==> src/rtl/fetch_unit.sv <==
// rtl/fetch_unit.sv - instruction fetch: PC, instruction register, next-PC selection, misalignment fault
module fetch_unit #(
  parameter logic [31:0] RESET_PC = 32'h0000_0000
) (
  input  logic        clk,
  input  logic        rst_n,
  output logic        imemReq,
  output logic [31:0] imemAddr,
  input  logic        imemAck,
  input  logic [31:0] imemData,
  input  logic        stall,
  input  logic        branch,
  input  logic        PC_Source,
  input  logic        contJAL,
  input  logic        contJALR,
  input  logic        branchCond,
  input  logic [31:0] imm,
  input  logic [31:0] rs1Data,
  output logic [6:0]  opcode,
  output logic [2:0]  funct3,
  output logic [6:0]  funct7,
  output logic [4:0]  rd,
  output logic [4:0]  rs1,
  output logic [4:0]  rs2,
  output logic        instrValid,
  output logic [31:0] pc,
  output logic [31:0] pcPlus4,
  output logic        misaligned
);

  typedef enum logic [1:0] {S_IDLE, S_REQ, S_ISSUE, S_HALT} state_t;

  localparam logic [31:0] NOP = 32'h0000_0013;

  state_t      r_state;
  state_t      w_state_nxt;
  logic [31:0] r_pc;
  logic [31:0] r_ir;
  logic        r_misaligned;

  logic [31:0] w_pc_plus4;
  logic [31:0] w_pc_plus_imm;
  logic [31:0] w_jalr_tgt;
  logic [31:0] w_next_pc;
  logic        w_ld_ir;
  logic        w_ld_pc;
  logic        w_set_fault;

  assign w_pc_plus4    = r_pc + 32'd4;
  assign w_pc_plus_imm = r_pc + imm;
  assign w_jalr_tgt    = (rs1Data + imm) & 32'hFFFF_FFFE;

  // JAL raises both contJAL and contJALR, so contJAL must be tested first.
  always_comb begin
    w_next_pc = w_pc_plus4;
    if (PC_Source && contJAL)
      w_next_pc = w_pc_plus_imm;
    else if (PC_Source && contJALR)
      w_next_pc = w_jalr_tgt;
    else if (branch && branchCond)
      w_next_pc = w_pc_plus_imm;
  end

  always_comb begin
    w_state_nxt = r_state;
    w_ld_ir     = 1'b0;
    w_ld_pc     = 1'b0;
    w_set_fault = 1'b0;
    imemReq     = 1'b0;
    instrValid  = 1'b0;
    case (r_state)
      S_IDLE: w_state_nxt = S_REQ;
      S_REQ: begin
        imemReq = 1'b1;
        if (imemAck) begin
          w_ld_ir     = 1'b1;
          w_state_nxt = S_ISSUE;
        end
      end
      S_ISSUE: begin
        instrValid = 1'b1;
        if (!stall) begin
          if (w_next_pc[1:0] != 2'b00) begin
            w_set_fault = 1'b1;
            w_state_nxt = S_HALT;
          end else begin
            w_ld_pc     = 1'b1;
            w_state_nxt = S_REQ;
          end
        end
      end
      S_HALT: w_state_nxt = S_HALT;
      default: w_state_nxt = S_IDLE;
    endcase
  end

  always_ff @(posedge clk) begin
    if (!rst_n) begin
      r_state      <= S_IDLE;
      r_pc         <= RESET_PC;
      r_ir         <= NOP;
      r_misaligned <= 1'b0;
    end else begin
      r_state <= w_state_nxt;
      if (w_ld_ir)     r_ir         <= imemData;
      if (w_ld_pc)     r_pc         <= w_next_pc;
      if (w_set_fault) r_misaligned <= 1'b1;
    end
  end

  assign imemAddr   = r_pc;
  assign pc         = r_pc;
  assign pcPlus4    = w_pc_plus4;
  assign misaligned = r_misaligned;
  assign opcode     = r_ir[6:0];
  assign rd         = r_ir[11:7];
  assign funct3     = r_ir[14:12];
  assign rs1        = r_ir[19:15];
  assign rs2        = r_ir[24:20];
  assign funct7     = r_ir[31:25];

endmodule

==> config.mk <==
export PLATFORM = sky130hd
export DESIGN_NAME = fetch_unit
export DESIGN_NICKNAME = d
export VERILOG_FILES = /design/src/rtl/fetch_unit.sv
export SDC_FILE = /design/constraint.sdc
export NUM_CORES = 1
export LEC_CHECK = 0
export CAP_MARGIN = 10
export CORE_ASPECT_RATIO = 1.25
export CORE_MARGIN = 2
export CORE_UTILIZATION = 36
export DETAILED_ROUTE_END_ITERATION = 16
export HOLD_SLACK_MARGIN = 0.08
export PLACE_DENSITY = 0.73
export SLEW_MARGIN = 20
export SYNTH_ARGS = -nofsm -noshare
export SYNTH_HDL_FRONTEND = slang
export SYNTH_SLANG_ARGS = --single-unit
export TNS_END_PERCENT = 100
==> constraint.sdc <==
create_clock -name clk -period 3.5 [get_ports clk]
set_input_delay 0.7 -clock clk [delete_from_list [all_inputs] [get_ports clk]]
set_output_delay 0.7 -clock clk [all_outputs]
set_load 0.01 [all_outputs]
# Yosys cells after proc, flatten, opt, wreduce, memory -nomap -nowiden

Index checks and enable logic that the tools add are counted.
Widths: inputs -> output; s select.

Output and inout bits: 131
Logic and storage cells: 35
Input port bits: 105
Register bits after elaboration: 67

Multiplexer cells: 17
Add/subtract/negate cells: 3
Equal/unequal tests: 5
Reduce and logical (&&, ||, !) cells: 6

Operator list:

| operator              | number |
|---|---|
| $mux 32               | 3 |
| $add 32x32->32        | 2 |
| $add 32x3->32 const B | 1 |
| $mux 1                | 10 |
| $pmux 2 s4            | 1 |
| $mux 2                | 3 |
| $eq 2x2->1 const B    | 2 |
| $ne 2x2->1 const B    | 2 |
| $logic_and 1x1->1     | 3 |
| $eq 2x1->1 const B    | 1 |
| $logic_not 2->1       | 1 |
| $reduce_and 2->1      | 1 |
| $reduce_bool 2->1     | 1 |

# Logic depth before layout (Yosys ltp)

Gate-level depths: netlist of run 1.

Word-level depth: 8
Depth in mapped cells: 10
Depth with buffers taken out: 10

# Worst setup path before layout of run 1

OpenSTA, ideal clock, no wires.

Kind: input-to-reg
Start: input imm[0]
End: register r_pc[26] (netlist: imemAddr[26])
Required time: 3.431 ns
Slack: 0.324 ns
Setup time: 0.069 ns
Buffers on the path: 0
Arrival time: 3.107 ns
Cell stages on the path: 10
Cells stage by stage: and2_1 > fa_1 > a211o_1 > a2111o_1 > a31o_2 > nor4b_2 > o311ai_4 > mux2i_1 > o22ai_1 > o21ai_1

Longest elaborated chain between the ends: 8
Elaborated cells on any way between the ends: 9
Classes of those cells: add/sub (2); mux (6); reduce/logical (1)

Ends and longest elaborated chain:

| item                 | line | source |
|---|---|---|
| from (decl)          | 17   | `input logic [31:0] imm,` |
| $add 32x32->32       | 50   | `assign w_pc_plus_imm = r_pc + imm;` |
| $mux 32              | 60   | `else if (branch && branchCond)` |
| $mux 32              | 58   | `else if (PC_Source && contJALR)` |
| $mux 32 *            | 56   | `if (PC_Source && contJAL)` |
| $reduce_bool 2->1    | 83   | `if (w_next_pc[1:0] != 2'b00) begin` |
| $mux 1               | 83   |  |
| $mux 1               | 82   | `if (!stall) begin` |
| $mux 1               | 71   | `case (r_state)` |
| to (signal assigned) | 106  | `if (w_ld_pc) r_pc <= w_next_pc;` |
| to (decl)            | 37   | `logic [31:0] r_pc;` |

Mark *: on every way between the ends. The rest lies on a longest branch, timed or not.
A chain may end at the register's enable or synchronous reset.

# Final worst setup path of run 1

Start: input imm[0]
End: register r_pc[28] (netlist: imemAddr[28])

The elaborated chain is that of the path after synthesis.

==> results_dict.tcl, run 1 <==
set metrics [dict create \
    holdPathStages 2 \
    htree_levels 3 \
    synth_area_leaders "dfxtp_1, ha_1, nand2_1, xnor2_1, a21oi_1" \
    antennaDiodeCount 0 \
    drv_slew 0 \
    final_min_period_over_clock_period 0.967 \
    initial_core_util 0.367 \
    dp_hpwl_um 22300 \
    hp-class "register to register" \
    dieHeight_um 162 \
    dr.pass1.iters 5 \
    synth_area_leader_cell "dfxtp_1" \
    cp_cell_sequence "clkdlybuf4s50_1, buf_4, ha_1, fa_1, a211oi_2, o211ai_1, a211oi_1, buf_4, o22ai_1, a2111oi_1, nor3_1, o2bb2ai_1, nor2_1" \
    drc 0 \
    ys_warn_count 0 \
    cts_tree "built" \
    min_from "r_ir[9]" \
    syn2layout_area_growth_pct 50.8 \
    synth_top_family_by_area "compound AO/OA/AOI/OAI gates" \
    fillerInstances 1877 \
    r2r_start "imemAddr[9]" \
    antenna_found_initial 0 \
    regArea_sq_um 1340 \
    synthXorXnorAreaFrac 0.0821 \
    setup_viol 0 \
    yosys.cell_types.count 75 \
    portBuffers 235 \
    status "completed" \
    drive_gt1_frac 0.140 \
    post_drt_wl_per_cell_um 18.3 \
    synth_nets 1133 \
    clkTransAtPathRegs_ps 60 \
    p_leak_nw 4.37 \
    crit_top_cell "buf_4" \
    path_buf_inv 3 \
    critPathSlowestCell "clkdlybuf4s50_1" \
    cts_num_sinks 67 \
    crit_path_end_kind "register" \
    synth_most_common_cell "nand2_1" \
    reg2reg_to "imemAddr[29]" \
    synth_compound_area_frac 0.303 \
    cts_buffers 9 \
    wl_um 28000 \
    cp_data_required_time_ps 3720 \
    core_sq_um 19500 \
    avgSynthCellArea_sq_um 7.42 \
    rrSetupSlack_ps 550 \
    vias 8659 \
    syn-cell-area_sq_um 7150 \
    yosys-mux-area-fraction 0.0114 \
    grt_pass1_vias 8328 \
    async_flop_share 0 \
    ys_seq_elements 67 \
    max_stage_delay_ps 420 \
    max_freq_mhz 295 \
    p_total_mw 2.84 \
    yosys.area_share.simple 0.236 \
    grt_use_total 0.261 \
    synthAdderAreaFrac 0.114 \
    multiInputGateArea_sq_um 5390 \
    gp_congestion 0.961 \
    initialDrtViolationCount 548 \
    fin_setup_tns_ps 0 \
    fp.dieArea_sq_um 21000 \
    grt_max_degree 58 \
    yosysSeqAreaShare 0.188 \
    clock_latency_ps 340 \
    period_minus_slack_ps 3380 \
    reg2reg_depth 11 \
    viasPerCell 5.65 \
    grt_overflow 0 \
    num_rows 57 \
    synth_ff_type "dfxtp_1" \
    synth_cells 964 \
    grt_pass1_wl_um 43100 \
    ir_drop_mv 0.217 \
    whs_ps 460 \
    ctsRootBufferMaster "clkbuf_16" \
    synth_edf_count 0 \
    synth_top_cells_by_count "nand2_1, a21oi_1, dfxtp_1" \
    crit_type "primary input to register" \
    fin_skew_ps 10.0 \
    fin_nets 1431 \
    die_w_um 130 \
    finalHoldViolCount 0 \
    final_antenna_net_count 0 \
    cp_top_family "compound AO/OA/AOI/OAI gates" \
    tightestPinTransition_ps 622 \
    p_per_area_nw_per_um2 263 \
    num_io_pins 236 \
    cap_violations 0 \
    arrival_ps 3610 \
    slew_headroom 0.585 \
    yosysTopAreaCellShare 0.188 \
    cp-start-kind "primary input" \
    path_max_fanout 3 \
    clockBufferDepth 2 \
    holdPathEnd "r_ir[9]" \
]
-- metal layers --
layer,track usage,vias to the layer above,part of all wire
met5,0,-,0
met2,0.451,433,0.48
li1,-,4125,-
met1,0.307,3989,0.38
met4,0.137,0,0.052
met3,0.0397,112,0.083
-- state kept, by name, indices dropped and copies added (netlist names) --
register    cells
misaligned      1
r_ir           32
imemAddr       32
r_state         2
-- power by group --
group	total, mW	leakage, nW	internal, mW	switching [mW]
combinational	1.03	3.68	0.506	0.527
clock	0.996	0.152	0.628	0.367
sequential	0.810	0.544	0.791	0.0193
-- worst max path at each step --
stage,start,end,cells past startpoint
detailed placement,imm[0],imemAddr[24],12
floorplan,imm[0],imemAddr[26],10
finish,imm[0],imemAddr[28],13
CTS,imemAddr[2],pcPlus4[30],8
global placement,imm[0],imemAddr[24],12
global route,imm[0],imemAddr[30],13
-- metrics by stage --
stage	cells	utilization	worst slack (ps)	cell area [sq um]
5_1_grt	1532	0.554	-29.5	10800
3_3_place_gp	1515	0.534	-244	10400
3_5_place_dp	1515	0.534	-277	10400
6_report	1532	0.554	115	10800
4_1_cts	1531	0.550	26.3	10700
2_1_floorplan	964	-	324	7150
-- kinds of logic after synthesis --
group / count (synthesis)
XOR/XNOR: 67
AND/OR/NAND/NOR: 353
AO/OA/AOI/OAI: 315
multiplexers: 8
buffers and inverters: 90
flip-flops: 67
adder cells (fa/ha/maj): 64
-- worst reg2reg max path: cells and delay by family (launching register included) --
family | cells | cell delay, ps
AO/OA/AOI/OAI | 4 | 920
adder cells (fa/ha/maj) | 1 | 370
buffers and inverters | 2 | 340
flip-flops | 1 | 310
AND/OR/NAND/NOR | 4 | 910
-- layout by cell type (no fill, tap or decap), types with 4 or more instances in the layout --
cell / count
nor3_1: 18
o21ai_0: 52
a41oi_1: 5
clkbuf_16: 9
nand2b_1: 5
a221oi_1: 12
o31ai_1: 11
a21boi_0: 34
or3_1: 8
ha_1: 61
o21bai_1: 6
a211oi_1: 12
inv_1: 12
and3_1: 16
nor2b_1: 17
o211ai_1: 6
dfxtp_1: 67
o221ai_1: 6
buf_4: 129
xnor2_1: 41
a21o_1: 20
mux2i_1: 6
nand3_1: 29
nor2_1: 52
and2_1: 8
o21ai_1: 8
xor2_1: 25
o21a_1: 6
a21oi_1: 73
nand4_1: 19
o22ai_1: 11
a31oi_1: 13
clkdlybuf4s50_1: 234
nand2_1: 158
a2111oi_0: 4
-- cell type report --
type	count	share of cell area
Multi-Input combinational cell	807	0.500
Timing Repair Buffer	365	0.310
Sequential cell	67	0.124
Tap cell	265	0.0308
Clock buffer	9	0.0209
Clock inverter	7	0.00940
Inverter	12	0.00418
-- repair_timing --
action                                  4_1_cts  5_1_grt
endpoints found under the setup margin        0       10
resized for setup                             0       14
hold buffers                                  0        0
setup buffers                                 0        1
(Power assumes the default switching activity.)
==> run 2: changes to the inputs <==
--- a/config.mk
+++ b/config.mk
@@ -10,6 +10,7 @@
 export CORE_MARGIN = 2
 export CORE_UTILIZATION = 36
 export DETAILED_ROUTE_END_ITERATION = 16
+export GPL_TIMING_DRIVEN = 0
 export HOLD_SLACK_MARGIN = 0.08
 export PLACE_DENSITY = 0.73
 export SLEW_MARGIN = 20
==> run 2 against run 1 <==
Against the previous run:
- setup slack got worse by 62 ps
- sequential power rose by 1%
- final cell count is 2.6% lower
- clock power about the same
- via count decreased by 4.0%
- critical path depth is 1 lower
- core utilization is 1.5 points lower
- largest cell class unchanged
- power shrank 1.7%
- clock skew shrank 2.8 ps
- combinational power fell by 6%
==> results_dict.tcl, run 2 (synthesis results as in run 1) <==
set metrics [dict create \
    power_frac_comb 0.345 \
    fin_nets 1391 \
    slew_headroom 0.470 \
    max_freq_mhz 290 \
    crit_type "primary input to register" \
    hp-class "register to register" \
    core_sq_um 19500 \
    cts_buffers 9 \
    fp.dieArea_sq_um 21000 \
    cts_tree "built" \
    r2r_start "imemAddr[0]" \
    gp_congestion 0.966 \
    layout_common_cells "clkdlybuf4s50_1, nand2_1, a21oi_1, ha_1, dfxtp_1" \
    p_int_mw 1.86 \
    arrival_ps 3670 \
    grt_use_total 0.254 \
    initial_core_util 0.367 \
    vias 8309 \
    sw_frac_of_total 0.334 \
    drv_slew 0 \
    fin_area_sq_um 10500 \
    grt_pass1_vias 7800 \
    final_antenna_net_count 0 \
    critPathSlowestCell "a2111oi_1" \
    setup_viol 0 \
    antenna_found_initial 0 \
    final_common_cell "clkdlybuf4s50_1" \
    post_drt_wl_per_cell_um 18.5 \
    p_per_area_nw_per_um2 266 \
    period_minus_slack_ps 3450 \
    ctsRootBufferMaster "clkbuf_16" \
    clock_latency_ps 340 \
    final_min_period_over_clock_period 0.985 \
    cp-start-kind "primary input" \
    clockBufferDepth 2 \
    cap_violations 0 \
    tightestPinTransition_ps 793 \
    grt_overflow 0 \
    ir_drop_mv 0.195 \
    min_from "r_ir[9]" \
    switching_power_uw 933 \
    worstSetupStartpoint "imm[0]" \
    cts_num_sinks 67 \
    die_w_um 130 \
    antennaDiodeCount 0 \
    fin_setup_tns_ps 0 \
    clkPwrFrac 0.362 \
    syn2layout_area_growth_pct 46.7 \
    path_max_fanout 3 \
    clkTransAtPathRegs_ps 60 \
    finalHoldViolCount 0 \
    cp_top_family "compound AO/OA/AOI/OAI gates" \
    p_leak_nw 4.15 \
    grt_max_degree 14 \
    status "completed" \
    final_util 0.539 \
    seqPwrFrac 0.293 \
    whs_ps 460 \
    postPlaceCellArea_sq_um 9840 \
    drive_gt1_frac 0.0986 \
    cp_cell_sequence "dlygate4sd2_1, ha_1, fa_1, a211oi_1, o211ai_1, a211oi_2, buf_4, o22ai_1, a2111oi_1, nor3_1, o2bb2ai_1, nor2_1" \
    p_total_mw 2.79 \
    dp_hpwl_um 21700 \
    max_stage_delay_ps 460 \
    initialDrtViolationCount 512 \
    num_rows 57 \
    fin_skew_ps 7.24 \
    drc 0 \
    num_io_pins 236 \
    viasPerCell 5.57 \
    htree_levels 3 \
    cp_data_required_time_ps 3730 \
    portBuffers 235 \
    crit_path_end_kind "register" \
    grt_pass1_wl_um 41600 \
    wl_um 27600 \
    postCtsHoldBufs 0 \
    path_buf_inv 2 \
    dr.pass1.iters 5 \
    dieHeight_um 162 \
]
## run 2: cell count changes in the layout (fill, tap and decap cells not counted), sizes merged
cell           change
buf               -78
clkbuf            +38
clkdlybuf4s50      -2
dlygate4sd2        +2
clkinv             -1
clkinvlp           +1
## run 2: through the flow
step | cells | setup slack [ps]
after floorplan | 964 | 324
after global placement | 1464 | -781
after detailed placement | 1464 | -760
after CTS | 1486 | 6.00
after global routing | 1492 | -32.3
final | 1492 | 53.5
## run 2: path summary, 6_finish.rpt
check,end,slack [ps],depth (start not counted)
worst max-delay path,imemAddr[28],50,12
worst min-delay path,r_ir[9],460,2
worst max register to register,imemAddr[28],280,11
worst min register to register,r_ir[9],460,2
## run 2: repair_timing
action                                  CTS  global route
gates resized for setup                  18            38
endpoints found under the setup margin   34            39
buffers inserted                          6             7
pin swaps                                12            12
## run 2: final cells by class
type                       count  area [sq um]
buffer                        77           438
clock buffer                   9           225
clock inverter                 7           100
fill                        1862          8980
multi-input combinational    807          5540
sequential                    67          1350
inverter                      12          45.0
tap                          265           332
timing repair buffer         248          2460
## run 2: power by group through the flow
stage | combinational (mW) | clock (mW) | sequential, mW
after floorplan | 0.521 | 0 | 0.841
after global placement | 0.897 | 0 | 0.834
final | 0.965 | 1.01 | 0.818
after CTS | 0.929 | 1.03 | 0.818
after detailed placement | 0.907 | 0 | 0.835
after global routing | 1.04 | 1.06 | 0.822
## run 2: worst register-to-register path, cell delays in order (launching register included)
cell and delay, ps:
dfxtp_1 380, ha_1 280, fa_1 430, a211oi_1 380
o211ai_1 250, a211oi_2 260, buf_4 170, o22ai_1 160
a2111oi_1 460, nor3_1 130, o2bb2ai_1 150, nor2_1 60
## run 2: layer usage
layer	vias up	share of wire	track usage
met4	0	0.033	0.0953
met5	-	0	0
met2	339	0.49	0.456
met1	3853	0.42	0.306
li1	4056	-	-
met3	61	0.056	0.0278
